$ cat src/rtl/sweep_pkg.sv
// Shared definitions for the switch/button sweep driver: FSM encoding and
// the bit layout of the status display word.
package sweep_pkg;

    typedef enum logic [1:0] {
        S_IDLE  = 2'd0,
        S_ISSUE = 2'd1,
        S_WAIT  = 2'd2
    } state_e;

    // Status display word: {err, state[1:0], done_cnt[7:0], idx[4:0]}
    localparam int unsigned DISP_ERR_BIT = 15;
    localparam int unsigned DISP_ST_LSB  = 13;
    localparam int unsigned DISP_CNT_LSB = 5;
    localparam int unsigned DISP_CNT_W   = 8;
    localparam int unsigned DISP_IDX_W   = 5;
    localparam int unsigned DISP_W       = 16;

endpackage

$ cat src/rtl/swbut_sweep_driver_tick_div.sv
// Free-running tick divider: one tick every 2^DIV_W enabled cycles, with the
// tick on the count==0 cycle. The count is held at zero while disabled.
module tick_div #(
    parameter int unsigned DIV_W = 27
) (
    input  logic clk,
    input  logic rst,
    input  logic en,
    output logic tick
);

    logic [DIV_W-1:0] cnt_q, cnt_d;

    // Next count: advance while enabled, clear otherwise
    always_comb begin
        cnt_d = en ? cnt_q + DIV_W'(1) : '0;
    end

    // Count register with synchronous reset
    always_ff @(posedge clk) begin
        if (rst) cnt_q <= '0;
        else     cnt_q <= cnt_d;
    end

    assign tick = en && (cnt_q == '0);

endmodule

$ cat src/rtl/swbut_sweep_driver.sv
// Board-level stimulus driver: picks an index from switches, an auto-sweep
// tick or a step button, issues one request at a time, captures the result
// and flags requests whose result never arrives.
module swbut_sweep_driver #(
    parameter int unsigned N       = 16,
    parameter int unsigned IDX_W   = 5,
    parameter int unsigned MAX_IDX = 24,
    parameter int unsigned DIV_W   = 27,
    parameter int unsigned TO_W    = 20
) (
    input  logic         clk,
    input  logic         rst,
    input  logic [15:0]  in,
    output logic [15:0]  out,
    output logic [N-1:0] req_data,
    output logic         req_valid,
    input  logic         req_ready,
    input  logic [N-1:0] res_data,
    input  logic         res_valid
);
    import sweep_pkg::*;

    state_e           state_q, state_d;
    logic [IDX_W-1:0] idx_q, idx_d;
    logic [N-1:0]     result_q, result_d;
    logic             err_q, err_d;
    logic [7:0]       done_cnt_q, done_cnt_d;
    logic [TO_W-1:0]  to_cnt_q, to_cnt_d;
    logic             btn_q, btn_d;

    logic             tick;
    logic             auto_mode;
    logic             step_edge;
    logic             manual_trig;
    logic [IDX_W-1:0] sw_idx;
    logic [IDX_W-1:0] next_idx;
    logic             unused_in;

    assign auto_mode = in[15];
    assign sw_idx    = in[IDX_W-1:0];
    assign unused_in = ^in[12:IDX_W];

    tick_div #(
        .DIV_W(DIV_W)
    ) u_tick_div (
        .clk (clk),
        .rst (rst),
        .en  (auto_mode),
        .tick(tick)
    );

    // Trigger qualification and the wrapping sweep increment
    always_comb begin
        step_edge   = !auto_mode && in[14] && !btn_q;
        manual_trig = !auto_mode && !in[14] && (sw_idx != idx_q)
                      && (32'(sw_idx) <= MAX_IDX);
        next_idx    = (idx_q == IDX_W'(MAX_IDX)) ? '0 : idx_q + IDX_W'(1);
    end

    // Request/response FSM next-state, index selection and result capture
    always_comb begin
        state_d    = state_q;
        idx_d      = idx_q;
        result_d   = result_q;
        err_d      = err_q;
        done_cnt_d = done_cnt_q;
        to_cnt_d   = to_cnt_q;
        btn_d      = in[14];
        case (state_q)
            S_IDLE: begin
                if (auto_mode) begin
                    if (tick) begin
                        idx_d   = next_idx;
                        state_d = S_ISSUE;
                    end
                end else if (step_edge) begin
                    idx_d   = next_idx;
                    state_d = S_ISSUE;
                end else if (manual_trig) begin
                    idx_d   = sw_idx;
                    state_d = S_ISSUE;
                end
            end
            S_ISSUE: begin
                if (req_ready) begin
                    state_d  = S_WAIT;
                    to_cnt_d = '0;
                end
            end
            S_WAIT: begin
                // A result arriving on the terminal-count cycle still wins
                if (res_valid) begin
                    result_d   = res_data;
                    err_d      = 1'b0;
                    done_cnt_d = done_cnt_q + 8'd1;
                    state_d    = S_IDLE;
                end else if (to_cnt_q == '1) begin
                    err_d   = 1'b1;
                    state_d = S_IDLE;
                end else begin
                    to_cnt_d = to_cnt_q + TO_W'(1);
                end
            end
            default: state_d = S_IDLE;
        endcase
    end

    // State registers with synchronous reset
    always_ff @(posedge clk) begin
        if (rst) begin
            state_q    <= S_IDLE;
            idx_q      <= '0;
            result_q   <= '0;
            err_q      <= 1'b0;
            done_cnt_q <= '0;
            to_cnt_q   <= '0;
            btn_q      <= 1'b0;
        end else begin
            state_q    <= state_d;
            idx_q      <= idx_d;
            result_q   <= result_d;
            err_q      <= err_d;
            done_cnt_q <= done_cnt_d;
            to_cnt_q   <= to_cnt_d;
            btn_q      <= btn_d;
        end
    end

    // Request channel decoded from registered state and index
    always_comb begin
        req_valid               = (state_q == S_ISSUE);
        req_data                = '0;
        req_data[IDX_W-1:0]     = idx_q;
    end

    // Display mux: captured result or packed status word
    always_comb begin
        out = '0;
        if (in[13]) begin
            out[DISP_ERR_BIT]                = err_q;
            out[DISP_ST_LSB +: 2]            = state_q;
            out[DISP_CNT_LSB +: DISP_CNT_W]  = done_cnt_q;
            for (int unsigned i = 0; i < DISP_IDX_W; i++) begin
                if (i < IDX_W) out[i] = idx_q[i];
            end
        end else begin
            for (int unsigned i = 0; i < DISP_W; i++) begin
                if (i < N) out[i] = result_q[i];
            end
        end
    end

endmodule

$ cat config.mk
export PLATFORM = sky130hd
export DESIGN_NAME = swbut_sweep_driver
export DESIGN_NICKNAME = d
export VERILOG_FILES = /design/src/rtl/sweep_pkg.sv /design/src/rtl/swbut_sweep_driver_tick_div.sv /design/src/rtl/swbut_sweep_driver.sv
export SDC_FILE = /design/constraint.sdc
export NUM_CORES = 1
export LEC_CHECK = 0
export ABC_AREA = 1
export CAP_MARGIN = 30
export CORE_MARGIN = 8
export CORE_UTILIZATION = 55
export DETAILED_ROUTE_END_ITERATION = 7
export GPL_TIMING_DRIVEN = 0
export PLACE_DENSITY = 0.81
export SLEW_MARGIN = 15
export SYNTH_ARGS = -nofsm -noshare
export SYNTH_HDL_FRONTEND = slang
export SYNTH_HIERARCHICAL = 1
export SYNTH_SLANG_ARGS = --single-unit
$ cat constraint.sdc
create_clock -name clk -period 2.3 [get_ports clk]
set_input_delay 0.46 -clock clk [delete_from_list [all_inputs] [get_ports clk]]
set_output_delay 0.46 -clock clk [all_outputs]
set_load 0.03 [all_outputs]
==> flow_metrics.env, run 1 <==
export IMPL_p_leak_nw=1.93
export IMPL_grt_max_degree=14
export IMPL_dp_cells=857
export IMPL_report_final_slew_viol_count=0
export IMPL_crit_path_start_kind="primary input"
export IMPL_num_rows=33
export IMPL_clk_pin_slew_ns=0.08
export IMPL_antenna_found_initial=0
export IMPL_hold_viol=0
export IMPL_wl_per_cell_um=12.9
export IMPL_arrival_ns=1.73
export IMPL_hold_buffers=0
export IMPL_start_util_pct=55.9
export IMPL_die_w_um=107
export IMPL_drt_wl_total_mm=11.2
export IMPL_ant_nets=0
export IMPL_synth_simple_area_share_pct=36.8
export IMPL_finalSetupViolations=0
export IMPL_finalWorstSetupSlack_ns=0.111
export IMPL_max_cap_violations=0
export IMPL_path_delay_family="buffers and inverters"
export IMPL_grt_pass1_vias=4366
export IMPL_grt_remaining_overflow=0
export IMPL_hp_class="reg -> reg"
export IMPL_vias=4520
export IMPL_insertedDiodeCount=0
export IMPL_core_area_sq_um=8130
export IMPL_slew_headroom_pct=53.9
export IMPL_clk_path_buf_depth=2
export IMPL_synth_area_top_cells="dfxtp_1 (35%), nand2_1 (13%), nor2_1 (10%), a21oi_1 (5.5%), inv_1 (4.9%)"
export IMPL_drive_above_1_share_pct=12.6
export IMPL_synth_edf_count=0
export IMPL_pwr_density_cell_nw_per_um2=557
export IMPL_synthXorXnorAreaFrac_pct=3.47
export IMPL_cts_sinks=80
export IMPL_worst_pin_slew_ns=0.691
export IMPL_cts_setup_buffers=0
export IMPL_cp_max_fo=10
export IMPL_crit_path_cell_trace="clkdlybuf4s50_1 > clkbuf_4 > nand2_1 > o21ai_0 > clkdlybuf4s15_2"
export IMPL_yosysMostFrequentCell="nand2_1"
export IMPL_first_iter_violations=203
export IMPL_fp_dieH_um=107
export IMPL_synth_mux_area_share_pct=0
export IMPL_nFillCells=731
export IMPL_design_area_sq_um=5380
export IMPL_dieArea_sq_um=11400
export IMPL_pin_count=69
export IMPL_area_delta_synth_final_pct=18.2
export IMPL_synth_compound_gate_area_share_pct=13.6
export IMPL_synthTopCellsByCount="nand2_1 (163), nor2_1 (122), dfxtp_1 (80)"
export IMPL_drc=0
export IMPL_cts_tree="yes"
export IMPL_cts_inserted_buffers=9
export IMPL_gp_congestion=0.934
export IMPL_yosysUniqueCellTypes=38
export IMPL_max_stage_delay_ns=0.54
export IMPL_ys_warn_count=6
export IMPL_crit_slowest_cell="clkdlybuf4s50_1"
export IMPL_required_ns=1.84
export IMPL_synth_area_leader_cell="dfxtp_1"
export IMPL_min_period_ns=2.19
export IMPL_seq_area_frac_synth_pct=35.2
export IMPL_postSynthCellCount=693
export IMPL_layout_cells_non_filler=873
export IMPL_dp_hpwl_mm=8.56
export IMPL_ir_worst_vdd_mv=0.332
export IMPL_status="finished clean"
export IMPL_firstDrtPassIters=6
export IMPL_fin_nets=805
export IMPL_netlist_area_sq_um=4550
export IMPL_clk_latency_ns=0.35
export IMPL_netlist_area_leader_share_pct=35.2
export IMPL_max_freq_ghz=0.457
export IMPL_worstSetupPathType="in -> out"
export IMPL_ys_seq_elements=80
export IMPL_multiInputGateArea_sq_um=2570
export IMPL_portBuffers=49
export IMPL_avgSynthCellArea_sq_um=6.56
export IMPL_synth_ff_type="dfxtp_1"
export IMPL_ys_async_sr_fraction_pct=0
export IMPL_utilization_pct=66.1
export IMPL_synth_top_family_by_area="simple AND/OR/NAND/NOR gates"
export IMPL_period_share_pct=95.2
export IMPL_pre_cts_slack_ns=-0.469
export IMPL_grt_use_total_pct=20.3
export IMPL_routed_via_density=5.18
export IMPL_critical_path_buf_inv_count=3
export IMPL_htree_num_levels=3
export IMPL_yosys_area_share_adder_pct=1.65
export IMPL_grt_pass1_wl_mm=19.3
export IMPL_clockRootBuffer="clkbuf_8"
export IMPL_critical_path_endpoint_type="output pin"
export IMPL_register_area_sq_um=1600
export IMPL_rsz0062_at_grt="false"
export IMPL_worst_clock_skew_ns=0.00840
export IMPL_dpl_cell_area_sq_um=5210
-- worst reg2reg max path, stage by stage, from the launching register on --
cell and delay (ns):
dfxtp_1 0.47, ha_1 0.37, nand3_1 0.20, inv_2 0.12, nand2_4 0.07, nor2_4 0.13
nand3_2 0.11, nand3_4 0.17, buf_12 0.17, nand2_2 0.06, a21oi_2 0.12
-- stage by stage --
stage / setup TNS (ns) / power, mW / hold WS, ns
2_1_floorplan: 0 / 1.80 / 0.424
3_3_place_gp: -7.49 / 1.98 / 0.433
3_5_place_dp: -8.15 / 1.99 / 0.440
4_1_cts: -0.0231 / 3.02 / 0.451
5_1_grt: 0 / 3.14 / 0.467
6_report: 0 / 3.00 / 0.449
-- area by class of cell --
class	count	area share (%)
plain buffers	30	3.51
clock buffers	12	2.70
clock inverters	4	0.954
inverters	63	4.40
multi-input cells	530	47.9
flip-flops and latches	80	29.8
well taps	105	2.44
repair buffers	49	8.33
-- flip-flops by register name (all words and copies together), names as in the netlist --
| register | flops |
|---|---|
| btn_q | 1 |
| done_cnt_q | 8 |
| err_q | 1 |
| u_tick_div/cnt_q | 27 |
| to_cnt_q | 20 |
| result_q | 16 |
| idx_q | 5 |
| state_q | 2 |
-- routing by layer --
layer	GRT usage, %	vias to the layer above	share of wire, %
met5	0	-	0
met4	6.13	0	1.5
met3	5.22	16	4.2
met2	36.4	79	51
met1	23.1	2093	44
li1	-	2332	-
-- power breakdown --
group | switching (mW) | total [mW] | internal, mW
clock network | 0.507 | 1.04 | 0.535
logic | 0.308 | 0.501 | 0.193
registers | 0.0358 | 1.45 | 1.42
total | 0.851 | 3.00 | 2.14
-- path summary, 6_finish.rpt --
check / start / endpoint / slack (ns) / cells after the start
setup / recovery: in[13] / out[4] / 0.11 / 5
hold / removal: result_q[10]$_SDFFE_PP0P_ / result_q[10]$_SDFFE_PP0P_ / 0.45 / 2
setup reg to reg: to_cnt_q[0]$_SDFFE_PP0P_ / to_cnt_q[10]$_SDFFE_PP0P_ / 0.25 / 10
hold reg to reg: result_q[10]$_SDFFE_PP0P_ / result_q[10]$_SDFFE_PP0P_ / 0.45 / 2
-- cells in the final DEF (no fill, tap or decap), types with 10 or more instances in the layout --
| cell type | synthesis | final |
|---|---|---|
| nand2_2 | 16 | 16 |
| clkbuf_1 | 12 | 11 |
| a21oi_1 | 50 | 50 |
| inv_1 | 59 | 59 |
| conb_1 | 1 | 11 |
| clkbuf_8 | 0 | 10 |
| dfxtp_1 | 80 | 80 |
| nand3_1 | 41 | 41 |
| xor2_1 | 14 | 14 |
| buf_4 | 12 | 12 |
| clkbuf_2 | 0 | 11 |
| nand2_1 | 163 | 163 |
| nor2_1 | 122 | 122 |
| clkdlybuf4s50_1 | 0 | 33 |
| o21ai_0 | 42 | 42 |
-- kinds of logic (layout without fill, tap and decap cells) --
kind of cell	after synthesis	count (layout)
flops	80	80
buf+inv	93	158
simple gates	382	382
other cells	1	11
fa+ha+maj	6	6
xor+xnor	18	18
compound gates	113	113
-- repair_timing --
action / 4_1_cts / 5_1_grt
gates resized for setup: 44 / 28
setup endpoints to repair: 16 / 18
pin swaps: 0 / 0
Power figures use the tool's default switching activity.
==> run 2: changes to the inputs <==
- TNS_END_PERCENT: default -> 20
==> run 2 against run 1 <==
- the flow now finishes with violations (negative setup slack)
- global-route usage stayed put
- worst hold slack about the same
- non-clock buffer count is the same
- final area is 0.40% higher
- critical endpoint is now out[6]
==> flow_metrics.env, run 2 (synthesized netlist as in run 1, its figures left out) <==
export IMPL_grt_max_degree=14
export IMPL_final_common_cell="nand2_1"
export IMPL_area_delta_synth_final_pct=18.7
export IMPL_routed_via_density=5.18
export IMPL_largest_reg_flops=27
export IMPL_max_freq_ghz=0.434
export IMPL_cp_max_fo=10
export IMPL_antenna_found_initial=0
export IMPL_timing_hold_ws_ns=0.449
export IMPL_insertedDiodeCount=0
export IMPL_grt_pass1_vias=4366
export IMPL_cts_inserted_buffers=9
export IMPL_clk_latency_ns=0.35
export IMPL_reg_top3="u_tick_div/cnt_q: 27 flops, to_cnt_q: 20 flops, result_q: 16 flops"
export IMPL_grt_pass1_wl_mm=19.3
export IMPL_pre_cts_slack_ns=-0.469
export IMPL_post_cts_resized=38
export IMPL_dp_hpwl_mm=8.56
export IMPL_grt_use_total_pct=20.3
export IMPL_cts_setup_buffers=0
export IMPL_report_final_slew_viol_count=0
export IMPL_hold_buffers=0
export IMPL_nFillCells=731
export IMPL_worst_clock_skew_ns=0.00862
export IMPL_cts_sinks=80
export IMPL_finalSetupViolations=1
export IMPL_portBuffers=49
export IMPL_pin_count=69
export IMPL_dieArea_sq_um=11400
export IMPL_period_share_pct=100
export IMPL_worst_pin_slew_ns=0.698
export IMPL_clk_path_buf_depth=2
export IMPL_violations="negative setup slack"
export IMPL_min_period_ns=2.30
export IMPL_dpl_cell_area_sq_um=5210
export IMPL_top_register="u_tick_div/cnt_q"
export IMPL_cts_tree="yes"
export IMPL_arrival_ns=1.84
export IMPL_ir_worst_vdd_mv=0.332
export IMPL_hold_viol=0
export IMPL_design_area_sq_um=5400
export IMPL_drc=0
export IMPL_slew_headroom_pct=53.5
export IMPL_worstSetupPathType="in -> out"
export IMPL_pwr_density_cell_nw_per_um2=555
export IMPL_status="complete, but fails checks"
export IMPL_start_util_pct=55.9
export IMPL_firstDrtPassIters=6
export IMPL_htree_num_levels=3
export IMPL_vias=4524
export IMPL_die_w_um=107
export IMPL_fp_dieH_um=107
export IMPL_clk_pin_slew_ns=0.08
export IMPL_gp_congestion=0.934
export IMPL_clockRootBuffer="clkbuf_8"
export IMPL_fin_nets=805
export IMPL_first_iter_violations=205
export IMPL_layout_common_cells="nand2_1 (163), nor2_1 (122), dfxtp_1 (80), inv_1 (59), a21oi_1 (50)"
export IMPL_required_ns=1.84
export IMPL_hp_class="reg -> reg"
export IMPL_grt_remaining_overflow=0
export IMPL_num_rows=33
export IMPL_dp_cells=857
export IMPL_wl_per_cell_um=12.9
export IMPL_drt_wl_total_mm=11.2
export IMPL_drive_above_1_share_pct=11.5
export IMPL_critical_path_endpoint_type="output pin"
export IMPL_layout_cells_non_filler=873
export IMPL_core_area_sq_um=8130
export IMPL_rsz0062_at_grt="true"
export IMPL_max_cap_violations=0
export IMPL_p_leak_nw=1.93
export IMPL_crit_path_start_kind="primary input"
export IMPL_ant_nets=0
export IMPL_finalWorstSetupSlack_ns=-0.00285
-- run 2: path summary, 6_finish.rpt --
kind,start,endpoint,slack [ns],cells past startpoint
worst max-delay path,in[13],out[6],-0.003,5
worst min-delay path,result_q[10]$_SDFFE_PP0P_,result_q[10]$_SDFFE_PP0P_,0.45,2
worst max register to register,to_cnt_q[0]$_SDFFE_PP0P_,to_cnt_q[10]$_SDFFE_PP0P_,0.25,10
worst min register to register,result_q[10]$_SDFFE_PP0P_,result_q[10]$_SDFFE_PP0P_,0.45,2
-- run 2: cell type report --
| type | count | area [sq um] | share of cell area, % |
|---|---|---|---|
| Multi-Input combinational cell | 530 | 2570 | 47.7 |
| Sequential cell | 80 | 1600 | 29.7 |
| Buffer | 30 | 184 | 3.41 |
| Timing Repair Buffer | 49 | 474 | 8.79 |
| Inverter | 63 | 236 | 4.38 |
| Clock buffer | 12 | 145 | 2.69 |
| Tap cell | 105 | 131 | 2.43 |
| Clock inverter | 4 | 51.3 | 0.951 |
-- run 2: report_power, final --
part / switching, mW / internal (mW)
Clock: 0.505 / 0.535
Sequential: 0.0354 / 1.42
Combinational: 0.309 / 0.193
-- run 2: layer usage --
metal  up-vias  share of wire [%]  wire, um  GRT usage (%)
li1       2336                  -         -              -
met1      2077                 43      4860           23.1
met2        94                 51      5690           36.4
met3        17                4.6       519           5.22
met4         0                1.5       172           6.13
met5         -                  0         0              0
-- run 2: metrics by stage --
step	total power [mW]	utilization [%]	setup TNS, ns
after detailed placement	1.99	64.0	-8.15
after global routing	3.14	66.3	-0.441
after CTS	3.02	66.5	-0.0341
after global placement	1.98	64.0	-7.49
final	2.99	66.3	-0.00285
after floorplan	1.80	-	0
-- run 2: critical path, stage by stage --
cell and delay, ns:
clkdlybuf4s50_1 0.54, clkbuf_2 0.26, nand2_1 0.09, o21ai_0 0.09
clkdlybuf4s15_1 0.40
==> run 3: changes to the inputs <==
--- a/config.mk
+++ b/config.mk
@@ -9,8 +9,8 @@
 export CAP_MARGIN = 30
 export CORE_MARGIN = 8
-export CORE_UTILIZATION = 55
+export CORE_UTILIZATION = 48
 export DETAILED_ROUTE_END_ITERATION = 7
 export GPL_TIMING_DRIVEN = 0
-export PLACE_DENSITY = 0.81
+export PLACE_DENSITY = 0.72
 export SLEW_MARGIN = 15
 export SYNTH_ARGS = -nofsm -noshare
==> constraint.sdc (replaced) <==
create_clock -name clk -period 2.3 [get_ports clk]
set_input_delay 0.46 -clock clk [delete_from_list [all_inputs] [get_ports clk]]
set_output_delay 0.46 -clock clk [all_outputs]
set_load 0.02 [all_outputs]
==> run 3 against run 2 <==
- the flow now finishes without violations
- sequential share of layout area decreased by 0.37 points
- non-clock buffer count stayed put
- clock power increased by 15%
- first-iteration DRC count grew 57%
- wire length is 0.20% lower
- maximum frequency up 2.6%
- count of clock-buffer cells in the layout stayed put
- worst setup slack better by 0.058 ns
- via count about the same
- critical path depth stayed put
==> flow_metrics.env, run 3 (synthesized netlist as in run 1, its figures left out) <==
export IMPL_arrival_ns=1.78
export IMPL_fp_dieH_um=113
export IMPL_wl_per_cell_um=12.5
export IMPL_fin_nets=805
export IMPL_start_util_pct=49.2
export IMPL_gp_congestion=0.917
export IMPL_finalWorstSetupSlack_ns=0.0554
export IMPL_drive_above_1_share_pct=10.7
export IMPL_top_register="u_tick_div/cnt_q"
export IMPL_portBuffers=49
export IMPL_routed_via_density=5.04
export IMPL_finalSetupTns_ns=0
export IMPL_status="finished clean"
export IMPL_drt_wl_total_mm=11.2
export IMPL_min_period_ns=2.24
export IMPL_grt_max_degree=14
export IMPL_first_iter_violations=321
export IMPL_grt_pass1_wl_mm=19.0
export IMPL_insertedDiodeCount=0
export IMPL_period_share_pct=97.6
export IMPL_register_area_sq_um=1600
export IMPL_vias=4520
export IMPL_p_leak_nw=1.99
export IMPL_clk_path_buf_depth=2
export IMPL_nFillCells=888
export IMPL_cp_max_fo=10
export IMPL_crit_path_start_kind="primary input"
export IMPL_grt_remaining_overflow=0
export IMPL_clockRootBuffer="clkbuf_8"
export IMPL_worst_clock_skew_ns=0.00812
export IMPL_clk_pin_slew_ns=0.09
export IMPL_dieArea_sq_um=12800
export IMPL_rsz0062_at_grt="true"
export IMPL_report_final_slew_viol_count=0
export IMPL_final_common_cell="nand2_1"
export IMPL_reg_top3="u_tick_div/cnt_q: 27 flops, to_cnt_q: 20 flops, result_q: 16 flops"
export IMPL_dp_cells=881
export IMPL_grt_use_total_pct=17.8
export IMPL_max_freq_ghz=0.446
export IMPL_hold_viol=0
export IMPL_multiInputGateArea_sq_um=2570
export IMPL_cts_sinks=80
export IMPL_power_frac_comb_pct=15.0
export IMPL_pwr_density_cell_nw_per_um2=570
export IMPL_worst_pin_slew_ns=0.679
export IMPL_pin_count=69
export IMPL_pre_cts_slack_ns=-0.378
export IMPL_cts_tree="yes"
export IMPL_clkPwrFrac_pct=38.4
export IMPL_area_delta_synth_final_pct=20.1
export IMPL_htree_num_levels=3
export IMPL_power_mw=3.12
export IMPL_max_cap_violations=0
export IMPL_dp_hpwl_mm=8.61
export IMPL_layout_cells_non_filler=897
export IMPL_slew_headroom_pct=54.7
export IMPL_ant_nets=0
export IMPL_drc=0
export IMPL_switchingPower_uw=834
export IMPL_finalSetupViolations=0
export IMPL_power_internal_mw=2.28
export IMPL_worstSetupPathType="in -> out"
export IMPL_cts_setup_buffers=0
export IMPL_p_sw_share_pct=26.8
export IMPL_antenna_found_initial=0
export IMPL_seqPwrFrac_pct=46.6
export IMPL_required_ns=1.84
export IMPL_die_w_um=113
export IMPL_firstDrtPassIters=5
export IMPL_critical_path_endpoint_type="output pin"
export IMPL_cts_inserted_buffers=9
export IMPL_num_rows=35
export IMPL_largest_reg_flops=27
export IMPL_core_area_sq_um=9240
export IMPL_hp_class="reg -> reg"
export IMPL_ir_worst_vdd_mv=0.465
export IMPL_layout_common_cells="nand2_1 (163), nor2_1 (122), dfxtp_1 (80), inv_1 (59), a21oi_1 (50)"
export IMPL_clk_latency_ns=0.36
export IMPL_grt_pass1_vias=4163
-- run 3: final timing paths --
path              slack [ns]                        end  cells past startpoint                      start
setup reg to reg        0.28  to_cnt_q[12]$_SDFFE_PP0P_                     10   to_cnt_q[0]$_SDFFE_PP0P_
hold reg to reg         0.45  result_q[10]$_SDFFE_PP0P_                      2  result_q[10]$_SDFFE_PP0P_
setup / recovery        0.06                     out[4]                      5                     in[13]
hold / removal          0.45  result_q[10]$_SDFFE_PP0P_                      2  result_q[10]$_SDFFE_PP0P_
-- run 3: worst max-delay path: stages --
cell and delay (ns):
clkdlybuf4s50_1 0.54, clkbuf_2 0.25, nand2_1 0.09, o21ai_0 0.08
dlygate4sd2_1 0.35
-- run 3: metal layers --
metal,GRT usage (%),routed length [um],vias to the layer above
met5,0,0,-
met4,5.42,117,0
met3,4.15,561,14
met2,30.4,5520,103
met1,21.6,5020,2066
li1,-,-,2337
-- run 3: power groups by stage --
stage,sequential (mW),clock [mW],combinational (mW)
5_1_grt,1.46,1.28,0.514
2_1_floorplan,1.49,0,0.282
3_5_place_dp,1.48,0,0.473
4_1_cts,1.45,1.23,0.465
3_3_place_gp,1.48,0,0.466
6_report,1.45,1.20,0.467
-- run 3: repair_timing --
action / 4_1_cts / 5_1_grt
gates cloned: 0 / 0
setup endpoints to repair: 16 / 18
hold buffers: 0 / 0
gates resized for setup: 19 / 7
-- run 3: cell type report --
cell class              count  area share, %
plain buffers              30           3.37
clock inverters             4           1.40
inverters                  63           4.33
multi-input cells         530           47.1
well taps                 129           2.95
repair buffers             49           8.72
clock buffers              12           2.84
flip-flops and latches     80           29.3
-- run 3: stage by stage --
| stage | hold slack, ns | area [sq um] | util [%] |
|---|---|---|---|
| final | 0.449 | 5460 | 59.1 |
| after global routing | 0.470 | 5460 | 59.1 |
| after CTS | 0.453 | 5450 | 59.0 |
| after detailed placement | 0.440 | 5240 | 56.7 |
| after global placement | 0.433 | 5240 | 56.7 |
| after floorplan | 0.424 | 4590 | - |
